$ cat src/rtl/gfx_irq_ctrl_if.sv
// AXI-Lite register-window interface (32-bit address and data) used by gfx_irq_ctrl.
// The s modport is the slave side and the m modport is the master side.
interface if_axil;
  logic [31:0] awaddr;
  logic        awvalid;
  logic        awready;
  logic [31:0] wdata;
  logic [3:0]  wstrb;
  logic        wvalid;
  logic        wready;
  logic [1:0]  bresp;
  logic        bvalid;
  logic        bready;
  logic [31:0] araddr;
  logic        arvalid;
  logic        arready;
  logic [31:0] rdata;
  logic [1:0]  rresp;
  logic        rvalid;
  logic        rready;

  modport s (
    input  awaddr, awvalid, wdata, wstrb, wvalid, bready, araddr, arvalid, rready,
    output awready, wready, bresp, bvalid, arready, rdata, rresp, rvalid
  );

  modport m (
    output awaddr, awvalid, wdata, wstrb, wvalid, bready, araddr, arvalid, rready,
    input  awready, wready, bresp, bvalid, arready, rdata, rresp, rvalid
  );
endinterface

$ cat src/rtl/gfx_irq_ctrl.sv
// GPU interrupt controller: pending/mask registers behind an AXI-Lite window with read-to-claim.
// Define GFX_IRQ_EDGE_EN to latch only on rising edges of src (level-sensitive by default).
module gfx_irq_ctrl #(
  parameter int N_SRC = 8
) (
  input  logic             clk,
  input  logic             rst_n,
  input  logic [N_SRC-1:0] src,
  if_axil.s                axis,
  output logic             irq,
  output logic [4:0]       irq_id
);

  localparam logic [1:0]       REG_PENDING = 2'd0;
  localparam logic [1:0]       REG_MASK    = 2'd1;
  localparam logic [1:0]       REG_ACTIVE  = 2'd2;
  localparam logic [1:0]       REG_CLAIM   = 2'd3;
  localparam logic [N_SRC-1:0] SRC_ONE     = N_SRC'(1'b1);

  // Lowest set bit wins; 0 when nothing is set.
  function automatic logic [4:0] lowest_idx(input logic [N_SRC-1:0] v);
    logic [4:0] idx;
    idx = 5'd0;
    for (int i = N_SRC - 1; i >= 0; i--) begin
      if (v[i]) idx = 5'(i);
    end
    return idx;
  endfunction

  logic [N_SRC-1:0] pending_r;
  logic [N_SRC-1:0] mask_r;
  logic             irq_r;
  logic [4:0]       irq_id_r;
  logic             aw_held_r;
  logic             w_held_r;
  logic [1:0]       aw_addr_r;
  logic [N_SRC-1:0] w_data_r;
  logic             bvalid_r;
  logic             rvalid_r;
  logic [31:0]      rdata_r;

  logic [N_SRC-1:0] active_s;
  logic [N_SRC-1:0] set_s;
  logic [N_SRC-1:0] w1c_s;
  logic [N_SRC-1:0] claim_clr_s;
  logic             mask_we_s;
  logic [31:0]      rdata_nxt_s;
  logic             aw_fire_s;
  logic             w_fire_s;
  logic             do_write_s;
  logic             b_fire_s;
  logic             ar_fire_s;
  logic             r_fire_s;
  logic [1:0]       wr_addr_s;
  logic [N_SRC-1:0] wr_data_s;
  logic             claim_valid_s;
  logic [4:0]       claim_id_s;
  logic             unused_s;

  assign active_s      = pending_r & mask_r;
  assign claim_valid_s = |active_s;
  assign claim_id_s    = lowest_idx(active_s);

  assign aw_fire_s  = axis.awvalid & ~aw_held_r;
  assign w_fire_s   = axis.wvalid & ~w_held_r;
  // The write lands on the edge where both halves are available, so B follows one cycle later.
  assign do_write_s = (aw_held_r | aw_fire_s) & (w_held_r | w_fire_s) & ~bvalid_r;
  assign b_fire_s   = bvalid_r & axis.bready;
  assign ar_fire_s  = axis.arvalid & ~rvalid_r;
  assign r_fire_s   = rvalid_r & axis.rready;
  assign wr_addr_s  = aw_held_r ? aw_addr_r : axis.awaddr[3:2];
  assign wr_data_s  = w_held_r ? w_data_r : axis.wdata[N_SRC-1:0];

  assign axis.awready = ~aw_held_r;
  assign axis.wready  = ~w_held_r;
  assign axis.bvalid  = bvalid_r;
  assign axis.bresp   = 2'b00;
  assign axis.arready = ~rvalid_r;
  assign axis.rvalid  = rvalid_r;
  assign axis.rdata   = rdata_r;
  assign axis.rresp   = 2'b00;
  assign irq          = irq_r;
  assign irq_id       = irq_id_r;

  assign unused_s = ^{axis.wstrb, axis.awaddr[31:4], axis.awaddr[1:0],
                      axis.araddr[31:4], axis.araddr[1:0], axis.wdata[31:N_SRC]};

`ifdef GFX_IRQ_EDGE_EN
  logic [N_SRC-1:0] src_q_r;

  // Previous-cycle copy of src for rising-edge detection.
  always_ff @(posedge clk or negedge rst_n) begin
    if (!rst_n) begin
      src_q_r <= '0;
    end else begin
      src_q_r <= src;
    end
  end

  assign set_s = src & ~src_q_r;
`else
  assign set_s = src;
`endif

  // Write-side decode: W1C mask for PENDING and write enable for MASK.
  always_comb begin
    w1c_s     = '0;
    mask_we_s = 1'b0;
    if (do_write_s) begin
      case (wr_addr_s)
        REG_PENDING: w1c_s     = wr_data_s;
        REG_MASK:    mask_we_s = 1'b1;
        default: begin
          w1c_s     = '0;
          mask_we_s = 1'b0;
        end
      endcase
    end else begin
      w1c_s     = '0;
      mask_we_s = 1'b0;
    end
  end

  // Read mux and claim side effect; the claim sees the mask before any same-cycle write.
  always_comb begin
    rdata_nxt_s = 32'd0;
    claim_clr_s = '0;
    case (axis.araddr[3:2])
      REG_PENDING: rdata_nxt_s = 32'(pending_r);
      REG_MASK:    rdata_nxt_s = 32'(mask_r);
      REG_ACTIVE:  rdata_nxt_s = 32'(active_s);
      REG_CLAIM:   rdata_nxt_s = {claim_valid_s, 26'd0, claim_id_s};
      default:     rdata_nxt_s = 32'd0;
    endcase
    if (ar_fire_s && (axis.araddr[3:2] == REG_CLAIM) && claim_valid_s) begin
      claim_clr_s = SRC_ONE << claim_id_s;
    end else begin
      claim_clr_s = '0;
    end
  end

  // Pending and mask state plus the registered interrupt outputs.
  always_ff @(posedge clk or negedge rst_n) begin
    if (!rst_n) begin
      pending_r <= '0;
      mask_r    <= '0;
      irq_r     <= 1'b0;
      irq_id_r  <= 5'd0;
    end else begin
      pending_r <= (pending_r & ~w1c_s & ~claim_clr_s) | set_s;
      if (mask_we_s) begin
        mask_r <= wr_data_s;
      end
      irq_r    <= claim_valid_s;
      irq_id_r <= claim_id_s;
    end
  end

  // Write channel: AW and W are held independently until the B beat completes.
  always_ff @(posedge clk or negedge rst_n) begin
    if (!rst_n) begin
      aw_held_r <= 1'b0;
      w_held_r  <= 1'b0;
      aw_addr_r <= 2'd0;
      w_data_r  <= '0;
      bvalid_r  <= 1'b0;
    end else begin
      if (b_fire_s) begin
        aw_held_r <= 1'b0;
      end else if (aw_fire_s) begin
        aw_held_r <= 1'b1;
        aw_addr_r <= axis.awaddr[3:2];
      end
      if (b_fire_s) begin
        w_held_r <= 1'b0;
      end else if (w_fire_s) begin
        w_held_r <= 1'b1;
        w_data_r <= axis.wdata[N_SRC-1:0];
      end
      if (do_write_s) begin
        bvalid_r <= 1'b1;
      end else if (b_fire_s) begin
        bvalid_r <= 1'b0;
      end
    end
  end

  // Read channel: data is captured on AR and held until the R handshake.
  always_ff @(posedge clk or negedge rst_n) begin
    if (!rst_n) begin
      rvalid_r <= 1'b0;
      rdata_r  <= 32'd0;
    end else begin
      if (ar_fire_s) begin
        rvalid_r <= 1'b1;
        rdata_r  <= rdata_nxt_s;
      end else if (r_fire_s) begin
        rvalid_r <= 1'b0;
      end
    end
  end

endmodule

$ cat src/flat_wrapper.sv
// flat-port wrapper written by rule: the top's interface ports become plain ports
module gfx_irq_ctrl_flat 
#(
  parameter int N_SRC = 8
)
  (clk, rst_n, src, irq, irq_id, axis_awaddr, axis_awvalid, axis_wdata, axis_wstrb, axis_wvalid, axis_bready, axis_araddr, axis_arvalid, axis_rready, axis_awready, axis_wready, axis_bresp, axis_bvalid, axis_arready, axis_rdata, axis_rresp, axis_rvalid);
  if_axil axis_i ();
  input  logic clk;
  input  logic rst_n;
  input  logic [N_SRC-1:0] src;
  output logic irq;
  output logic [4:0] irq_id;
  input wire logic [$bits(axis_i.awaddr)-1:0] axis_awaddr;
  input wire logic [$bits(axis_i.awvalid)-1:0] axis_awvalid;
  input wire logic [$bits(axis_i.wdata)-1:0] axis_wdata;
  input wire logic [$bits(axis_i.wstrb)-1:0] axis_wstrb;
  input wire logic [$bits(axis_i.wvalid)-1:0] axis_wvalid;
  input wire logic [$bits(axis_i.bready)-1:0] axis_bready;
  input wire logic [$bits(axis_i.araddr)-1:0] axis_araddr;
  input wire logic [$bits(axis_i.arvalid)-1:0] axis_arvalid;
  input wire logic [$bits(axis_i.rready)-1:0] axis_rready;
  output wire logic [$bits(axis_i.awready)-1:0] axis_awready;
  output wire logic [$bits(axis_i.wready)-1:0] axis_wready;
  output wire logic [$bits(axis_i.bresp)-1:0] axis_bresp;
  output wire logic [$bits(axis_i.bvalid)-1:0] axis_bvalid;
  output wire logic [$bits(axis_i.arready)-1:0] axis_arready;
  output wire logic [$bits(axis_i.rdata)-1:0] axis_rdata;
  output wire logic [$bits(axis_i.rresp)-1:0] axis_rresp;
  output wire logic [$bits(axis_i.rvalid)-1:0] axis_rvalid;
  assign axis_i.awaddr = axis_awaddr;
  assign axis_i.awvalid = axis_awvalid;
  assign axis_i.wdata = axis_wdata;
  assign axis_i.wstrb = axis_wstrb;
  assign axis_i.wvalid = axis_wvalid;
  assign axis_i.bready = axis_bready;
  assign axis_i.araddr = axis_araddr;
  assign axis_i.arvalid = axis_arvalid;
  assign axis_i.rready = axis_rready;
  assign axis_awready = axis_i.awready;
  assign axis_wready = axis_i.wready;
  assign axis_bresp = axis_i.bresp;
  assign axis_bvalid = axis_i.bvalid;
  assign axis_arready = axis_i.arready;
  assign axis_rdata = axis_i.rdata;
  assign axis_rresp = axis_i.rresp;
  assign axis_rvalid = axis_i.rvalid;
  gfx_irq_ctrl #(.N_SRC(N_SRC)) u_core (.clk(clk), .rst_n(rst_n), .src(src), .axis(axis_i), .irq(irq), .irq_id(irq_id));
endmodule
$ cat config.mk
export PLATFORM = sky130hd
export DESIGN_NAME = gfx_irq_ctrl_flat
export DESIGN_NICKNAME = d
export VERILOG_FILES = /design/src/rtl/gfx_irq_ctrl_if.sv /design/src/rtl/gfx_irq_ctrl.sv /design/src/flat_wrapper.sv
export SDC_FILE = /design/constraint.sdc
export NUM_CORES = 1
export LEC_CHECK = 0
export CORE_MARGIN = 8
export CORE_UTILIZATION = 45
export CTS_BUF_LIST = sky130_fd_sc_hd__clkbuf_4 sky130_fd_sc_hd__clkbuf_8
export CTS_CLUSTER_DIAMETER = 40
export DETAILED_ROUTE_END_ITERATION = 7
export DONT_BUFFER_PORTS = 1
export HOLD_SLACK_MARGIN = 0.05
export PLACE_DENSITY = 0.58
export REMOVE_ABC_BUFFERS = 1
export SYNTH_ARGS = -nofsm -noshare
export SYNTH_HDL_FRONTEND = slang
export SYNTH_SLANG_ARGS = --single-unit
$ cat constraint.sdc
create_clock -name clk -period 3.5 [get_ports clk]
set_input_delay 0.525 -clock clk [delete_from_list [all_inputs] [get_ports clk]]
set_output_delay 0.525 -clock clk [all_outputs]
set_load 0.05 [all_outputs]
==> out/metrics.cfg <==
[detailed_routing]
drtIter0Drc=57
highest_layer=met4
met2_length_um=2020
met3_length_um=660
drc=0
first_pass_iters=5
via_count=1528
vias_per_cell=5.04
routed_wl_um=4770
drt-wirelength-per-cell_um=15.7
ant_nets=0
wl_met1_um=2030

[timing]
fin_skew_ns=0.00785
relSlewSlack_pct=58.8
min_period_over_period_pct=65.0
rsz0062_at_grt=no
worst_pin_slew_ns=0.619
fmax_mhz=440
hold_violations=0
final_max_slew_viol_count=0
setup_viol=0
fin_setup_tns_ns=0
period_needed_ns=2.27

[power_and_ir_drop]
power_density_nw_per_um2=905
leakagePower_nw=1.04
ir_worst_vdd_mv=0.343

[finish]
nFillCells=481
antenna_cells=0
drive_gt1_share_pct=12.0
area_delta_synth_final_pct=3.40
nets=348
final_cell_mix=dfrtp_1, conb_1, nand2_1
layout.cells.non_filler=303
layout_commonest_cell=dfrtp_1

[floorplan]
io_pins=162
die_h_um=87.2
die_w_um=87.2
die_area_um2=7600
initial_core_util_pct=45.5
core_area_um2=5010
row_count=26

[worst_setup_path]
slowest_stage=nor2_1
crit_path_start_kind=register
cp_cell_sequence=nand2b_1, nor2_1, nand4_1, o221a_2
crit_type=reg2reg
critPathRequiredTime_ns=3.69
setup.worst_path.end_class=register
worst_ep_arrival_time_ns=2.46
cp_max_fo=20
cpPeakStageDelay_ns=0.59

[job]
maxCapViolCount=0

[clock_tree]
root_buffer=clkbuf_8
cts_tree=yes
cts.path.max_buffers=2
ctsResizeCount=0
cts_made_buffers=5
clock_sinks=43
clk_pin_slew_ns=0.09
htree_num_levels=2
insertion_delay_ns=0.30

[grt]
track_usage_pct=12.8
grt_pass1_wl_um=7570
grt_pass1_vias=1493
grt_max_degree=44
grt_antenna_before_repair=0
grt_overflow=0

[logic_synthesis]
ys_warn_count=0
ys_types=41
seq_area_frac_synth_pct=47.2
netlist_area_um2=2280
synth_cells=232
yosys_register_bits=43
syn_avg_cell_area_um2=9.83

[run_status]
status=finished clean

[placed_design]
gp_congestion=0.793
hpwl_um=3630
dp_cells=295
portBuffers=0

[hold_path]
min_path_type=in2async

[flip-flops by register name, summed over array words and instances, names as in the netlist]
| name | flops |
|---|---|
| u_core.aw_addr_r | 2 |
| u_core.aw_held_r | 1 |
| u_core.axis.bvalid | 1 |
| u_core.axis.rdata | 9 |
| u_core.axis.rvalid | 1 |
| u_core.irq | 1 |
| u_core.irq_id | 3 |
| u_core.mask_r | 8 |
| u_core.pending_r | 8 |
| u_core.w_data_r | 8 |
| u_core.w_held_r | 1 |
[worst max-delay path: cells and delay by family, from the launching register on]
family	cells	cell delay, ns
flip-flops	1	0.57
AND/OR/NAND/NOR	3	1.31
AO/OA/AOI/OAI	1	0.28
[area by class of cell]
| class | count | area (µm²) | area share (%) |
|---|---|---|---|
| Sequential cell | 43 | 1080 | 45.6 |
| Multi-Input combinational cell | 173 | 1030 | 43.6 |
| Tap cell | 70 | 87.6 | 3.71 |
| Clock buffer | 5 | 68.8 | 2.92 |
| Clock inverter | 2 | 37.5 | 1.59 |
| Inverter | 9 | 33.8 | 1.43 |
| Timing Repair Buffer | 1 | 27.5 | 1.17 |
[routing by layer]
layer	vias to the layer above	track usage, %
met5	-	0
met4	0	5.16
li1	757	-
met3	4	6.60
met2	70	18.5
met1	697	15.5
[through the flow]
stage / setup slack [ns] / cell area [µm²] / utilization [%] / power (mW) / hold slack, ns
final: 1.23 / 2360 / 47.1 / 2.13 / 0.0517
after global placement: 1.15 / 2220 / 44.4 / 1.74 / 0.231
after floorplan: 1.60 / 2140 / - / 1.61 / 0.229
after global routing: 0.976 / 2360 / 47.1 / 2.28 / 0.0660
after detailed placement: 1.20 / 2220 / 44.4 / 1.76 / 0.231
after CTS: 1.18 / 2360 / 47.1 / 2.15 / 0.0603
[final timing paths]
path	from	to	slack, ns	depth (start not counted)
max in group asynchronous	rst_n	u_core.axis.rvalid	3.23	1
min	rst_n	u_core.aw_held_r	0.05	1
max reg2reg	u_core.axis.rvalid	u_core.pending_r[7]	1.23	4
min in group clk	axis_bready	u_core.w_held_r	0.30	1
max	u_core.axis.rvalid	u_core.pending_r[7]	1.23	4
min reg2reg	u_core.w_data_r[2]	u_core.w_data_r[2]	0.51	1
[cell usage after synthesis (all sizes together)]
library cell  instances  share of area (%)
nor2                 22                4.2
inv                   9                1.5
a211oi                1               0.33
o221a                 1               0.49
a32o                  1               0.44
a22oi                 2               0.66
a31o                  4                1.5
o21ai                11                2.4
buf                  32                 10
or3                   3                1.0
and3                  2               0.55
o22ai                 1               0.27
o2bb2ai               2               0.77
o31ai                 1               0.33
nor2b                 1               0.27
mux2i                 8                3.5
o31a                  2               0.77
conb                  1               0.16
o32a                  1               0.44
nand3                 6                1.3
clkbuf                3               0.49
o211ai                2               0.66
a32oi                 4                1.5
o22a                  2               0.77
nand2b                6                1.6
a21oi                11                2.4
nand4                 2               0.55
nor3                  4               0.88
dfrtp                43                 47
a22o                  3                1.2
a31oi                 3               0.82
mux2                 13                6.4
nand2                25                4.1
[what timing repair did]
action                    4_1_cts  5_1_grt
hold buffers                    1        0
hold endpoints to repair       43        0
setup buffers                   0        0
[logic make-up after synthesis]
| kind of cell | Yosys count | share of synthesized area, % |
|---|---|---|
| AO/OA/AOI/OAI | 52 | 15.8 |
| AND/OR/NAND/NOR | 71 | 14.5 |
| multiplexers | 21 | 9.93 |
| flip-flops | 43 | 47.2 |
| buffers and inverters | 44 | 12.4 |
| other | 1 | 0.164 |
[report_power, final]
| group | internal (mW) | total, mW | leakage (nW) | switching, mW |
|---|---|---|---|---|
| registers | 0.685 | 1.07 | 0.489 | 0.390 |
| clock network | 0.209 | 0.381 | 0.0502 | 0.173 |
| logic | 0.278 | 0.678 | 0.500 | 0.400 |
No activity file was read; power rests on OpenSTA's default activity.
